## config.mk

```make
export PLATFORM = sky130hd
export DESIGN_NAME = door_controller
export DESIGN_NICKNAME = d
export VERILOG_FILES = /design/src/rtl/door_controller.sv
export SDC_FILE = /design/constraint.sdc
export NUM_CORES = 1
export LEC_CHECK = 0
export ABC_AREA = 1
export CORE_MARGIN = 10
export CORE_UTILIZATION = 35
export CTS_CLUSTER_SIZE = 30
export DETAILED_ROUTE_END_ITERATION = 8
export PLACE_DENSITY_LB_ADDON = 0.15
export SETUP_SLACK_MARGIN = 0.05
export SLEW_MARGIN = 20
export SYNTH_ARGS = -nofsm -noshare
export SYNTH_HDL_FRONTEND = slang
export SYNTH_SLANG_ARGS = --single-unit
```

## constraint.sdc

```tcl
create_clock -name clk -period 1.9 [get_ports clk]
set_input_delay 0.19 -clock clk [delete_from_list [all_inputs] [get_ports clk]]
set_output_delay 0.19 -clock clk [all_outputs]
set_load 0.02 [all_outputs]
```

## src/rtl/door_controller.sv

```systemverilog
// door_controller: elevator door FSM with button conditioning, stroke/dwell timing and door-open level P
module door_controller #(
  parameter int DEB_CYCLES = 16,
  parameter int MOVE_TIME  = 2,
  parameter int OPEN_TIME  = 5
) (
  input  logic       clk,
  input  logic       reset,
  input  logic       tick,
  input  logic       B_open,
  input  logic       B_close,
  input  logic       obst,
  output logic       P,
  output logic       motor_open,
  output logic       motor_close,
  output logic [1:0] estado
);
  localparam int CW = (DEB_CYCLES > 2) ? $clog2(DEB_CYCLES) : 1;
  localparam logic [CW-1:0] DEB_LAST = CW'(DEB_CYCLES - 1);
  localparam logic [3:0] MT = 4'(MOVE_TIME);
  localparam logic [3:0] OT = 4'(OPEN_TIME);
  typedef enum logic [1:0] {CLOSED = 2'b00, OPENING = 2'b01, OPEN = 2'b10, CLOSING = 2'b11} state_t;
  state_t state, state_n;
  logic [3:0] timer, timer_n, rev;
  logic [1:0] raw, s1, s2, deb, evt;
  logic [CW-1:0] cnt [2];
  logic expiry, wake;
  assign raw = {B_close, B_open};
  always_ff @(posedge clk or negedge reset)
    if (!reset) begin
      s1  <= '1;
      s2  <= '1;
      deb <= '1;
      cnt <= '{default: '0};
    end else begin
      s1 <= raw;
      s2 <= s1;
      for (int i = 0; i < 2; i++)
        if (s2[i] == deb[i]) cnt[i] <= '0;
        else if (cnt[i] == DEB_LAST) begin
          deb[i] <= s2[i];
          cnt[i] <= '0;
        end else cnt[i] <= cnt[i] + 1'b1;
    end
  // event fires in the cycle the debounced level is about to fall, so the FSM reacts on the same edge
  assign evt = deb & ~s2 & {cnt[1] == DEB_LAST, cnt[0] == DEB_LAST};
  assign expiry = tick && timer == 4'd1;
  assign wake = evt[0] | obst;
  assign rev = MT - timer;
  always_comb begin
    state_n = state;
    timer_n = (tick && timer != 4'd0) ? timer - 4'd1 : timer;
    case (state)
      CLOSED:
        if (evt[0]) begin
          state_n = OPENING;
          timer_n = MT;
        end
      OPENING:
        if (expiry) begin
          state_n = OPEN;
          timer_n = OT;
        end
      OPEN:
        if (wake) timer_n = OT;
        else if (evt[1] || expiry) begin
          state_n = CLOSING;
          timer_n = MT;
        end
      CLOSING:
        if (wake) begin
          state_n = OPENING;
          timer_n = (rev == 4'd0) ? 4'd1 : rev;
        end else if (expiry) begin
          state_n = CLOSED;
          timer_n = 4'd0;
        end
      default: state_n = CLOSED;
    endcase
  end
  always_ff @(posedge clk or negedge reset)
    if (!reset) begin
      state       <= CLOSED;
      timer       <= 4'd0;
      P           <= 1'b0;
      motor_open  <= 1'b0;
      motor_close <= 1'b0;
    end else begin
      state       <= state_n;
      timer       <= timer_n;
      P           <= state_n == OPEN;
      motor_open  <= state_n == OPENING;
      motor_close <= state_n == CLOSING;
    end
  assign estado = state;
endmodule

```

==> summary.md <==
| Metric | Value |
|---|---|
| GRT Total Usage | 0.0825 |
| Max-slew violations | 0 |
| Antenna Cells | 0 |
| Die area | around 6900 um^2 |
| TritonCTS clock tree | done |
| Clock Path Buffers | 2 |
| Most common library cells after synthesis | nand2_1, inv_1, dfrtp_1 |
| Wirelength per Cell | 12.1 um |
| Worst Tran Pin Value | 0.283 ns |
| Synth-to-Final Area Change | 16.0% |
| IO Count | 11 |
| Register bit total from synthesis | 23 |
| Residual DRC | 0 |
| Vias in the first global route | 1106 |
| Post-route cell area | 1620 um^2 |
| CTS root buffer | clkbuf_8 |
| Worst hold path type | in -> async |
| Skew final | 0.00446 ns |
| Final min period | 1.64 ns |
| Power density cells | approximately 540 nW/um^2 |
| Register area | 583 um^2 |
| Worst-path fanout max | 5 |
| Setup_tns | 0 ns |
| Drt first pass iters | 6 |
| Final Hold Viols | 0 |
| FF-to-FF path depth | 8 |
| Asr flop ratio synth | 1.00 |
| Die X | 83.2 um |
| Max Clk Rate | 609 MHz |
| Drt total wl | around 2800 um |
| Port Buffers | 10 |
| Num rows | 22 |
| CTS clock-pin slew for the worst setup and hold paths | 0.08 ns |
| Nets@finish | 200 |
| Post-Synthesis Cells | between 150 and 200 |
| Post-DP HPWL | 2260 um |
| Critical Path Start Type | flop |
| CORE AREA | 3770 um^2 |
| Largest net degree at the start of global routing | 15 |
| DIE HEIGHT | approximately 83 um |
| Critical R2R Launch | timer[1] |
| Maximum VDD drop | 0.411 mV |
| Grt total ovfl | 0 |
| Data required, critical path | ~2.1 ns |
| EDFF count, synth | 0 |
| Synth Flop Type | dfrtp_1 |
| RSZ-0062 raised after global routing | false |
| Global-route wire length before repair | 4860 um |
| Outcome | completed |
| Mapped Area | roughly 1400 um^2 |
| Worst R2R End | P |
| Finished Layout Cells | between 200 and 250 |
| CP Capture Type | flop |
| CTS buffer count | 3 |
| Cell with the most instances after synthesis | nand2_1 |
| Placed Area | 1570 um^2 |
| Post-synthesis sequential area ratio | 0.417 |
| Synth area leaders | dfrtp_1, dfstp_2, nand2_1 |
| Crit Path Category | reg -> reg |
| CTS sink cnt | 23 |
| Syn_area_per_cell | 8.32 um^2 |
| Max_cap viols | 0 |
| Netlist cell types | 29 |
| Final setup violation count | 0 |
| Setup Buffers After CTS | 0 |
| Post-synth top area share | 0.304 |
| Worst rel slew slack | 0.811 |
| Critical path arrival | 1.80 ns |
| Leading area contributor after synthesis | dfrtp_1 |
| Syn_nets | 183 |
| Vias per cell | 4.72 |
| Fillers | 379 |
| Hold Buf Count CTS | 0 |
| Yosys warning count | 0 |
| Final GP Congestion | 0.884 |
| CTS H-tree lvls | 1 |
| Detail Route Antenna Nets | 0 |
| R2r setup slk | roughly 0.26 ns |
| Multi-input gate area | 711 um^2 |
| Leakage power | 0.832 nW |
| PostCTS Resize Cnt | 0 |
| Via count | 1096 |
| # placed instances | 228 |
| Share of cells above drive strength 1 | 0.212 |
| Initial antenna violation count | 0 |
| Worst skew pair latency | between 0.2 and 0.3 ns |
| DRT iter0 DRCs | 60 |
| Initial Util | 0.371 |
| Period Utilization, post-route | 0.864 |
## sequential cells by signal (all words and copies together) (netlist names)
register     count
s1               2
deb              2
motor_open       1
motor_close      1
estado           2
cnt              8
s2               2
P                1
timer            4
## routing by layer
| layer | track usage | up-vias | part of all wire |
|---|---|---|---|
| met5 | 0 | - | 0 |
| met4 | 0.0446 | 0 | 0.018 |
| met3 | 0.0254 | 4 | 0.059 |
| met2 | 0.120 | 26 | 0.44 |
| met1 | 0.105 | 503 | 0.48 |
| li1 | - | 563 | - |
## report_power, final
part / switching (W) / internal (W)
clock network: 0.000159 / 0.000148
logic: 0.0000335 / 0.0000252
registers: 0.00000857 / 0.000507
total: 0.000201 / 0.000681
## how the worst max path moves through the flow
stage	start	to	slack (ns)	depth (start not counted)
final	timer[1]	P	0.26	8
after global routing	timer[0]	timer[2]	0.07	9
after CTS	timer[1]	P	0.26	8
after detailed placement	timer[1]	P	0.29	8
after global placement	timer[0]	timer[2]	0.34	9
after floorplan	s2[0]	motor_open	0.45	10
## through the flow
step | setup WS [ns] | total power, W | hold WS (ns) | util
6_report | 0.259 | 0.000881 | 0.237 | 0.430
5_1_grt | 0.0720 | 0.000930 | 0.239 | 0.430
4_1_cts | 0.256 | 0.000898 | 0.236 | 0.430
3_5_place_dp | 0.287 | 0.000585 | 0.348 | 0.417
3_3_place_gp | 0.339 | 0.000582 | 0.347 | 0.417
2_1_floorplan | 0.449 | 0.000553 | -0.106 | -
## cells in the final DEF, fill, tap and decap left out, types with 3 or more instances in the layout
| master | synthesis | final |
|---|---|---|
| dfrtp_1 | 17 | 17 |
| nand2_2 | 5 | 5 |
| dfstp_2 | 6 | 6 |
| nor2_2 | 4 | 4 |
| clkbuf_8 | 0 | 3 |
| o21ai_0 | 3 | 3 |
| inv_1 | 19 | 19 |
| nor2_4 | 3 | 3 |
| nand3_1 | 16 | 16 |
| clkdlybuf4s50_1 | 0 | 10 |
| ha_1 | 9 | 9 |
| nand2_1 | 36 | 36 |
| a21oi_1 | 7 | 7 |
| nor2_1 | 15 | 15 |
| inv_2 | 7 | 7 |
## cell families after synthesis
group | share of synthesized area
and+or+nand+nor | 0.334
buffers and inverters | 0.0743
DFF | 0.417
AOI/OAI and AO/OA | 0.0752
adders and majority gates | 0.0806
xor gates and xnor gates | 0.0188
## critical path, cell delays in order (launching register included)
cell      delay (ns)
dfrtp_1         0.44
inv_1           0.16
ha_1            0.21
nand2_1         0.08
nor2_2          0.20
nor2_4          0.07
nor2_1          0.15
nand3b_4        0.18
nor2_1          0.05
## cell type report
class	count	share of cell area
Timing Repair Buffer	12	0.0710
Multi-Input combinational cell	118	0.438
Clock inverter	1	0.00463
Inverter	27	0.0640
Tap cell	48	0.0370
Clock buffer	3	0.0255
Sequential cell	23	0.360
No activity file was read; power rests on OpenSTA's default activity.
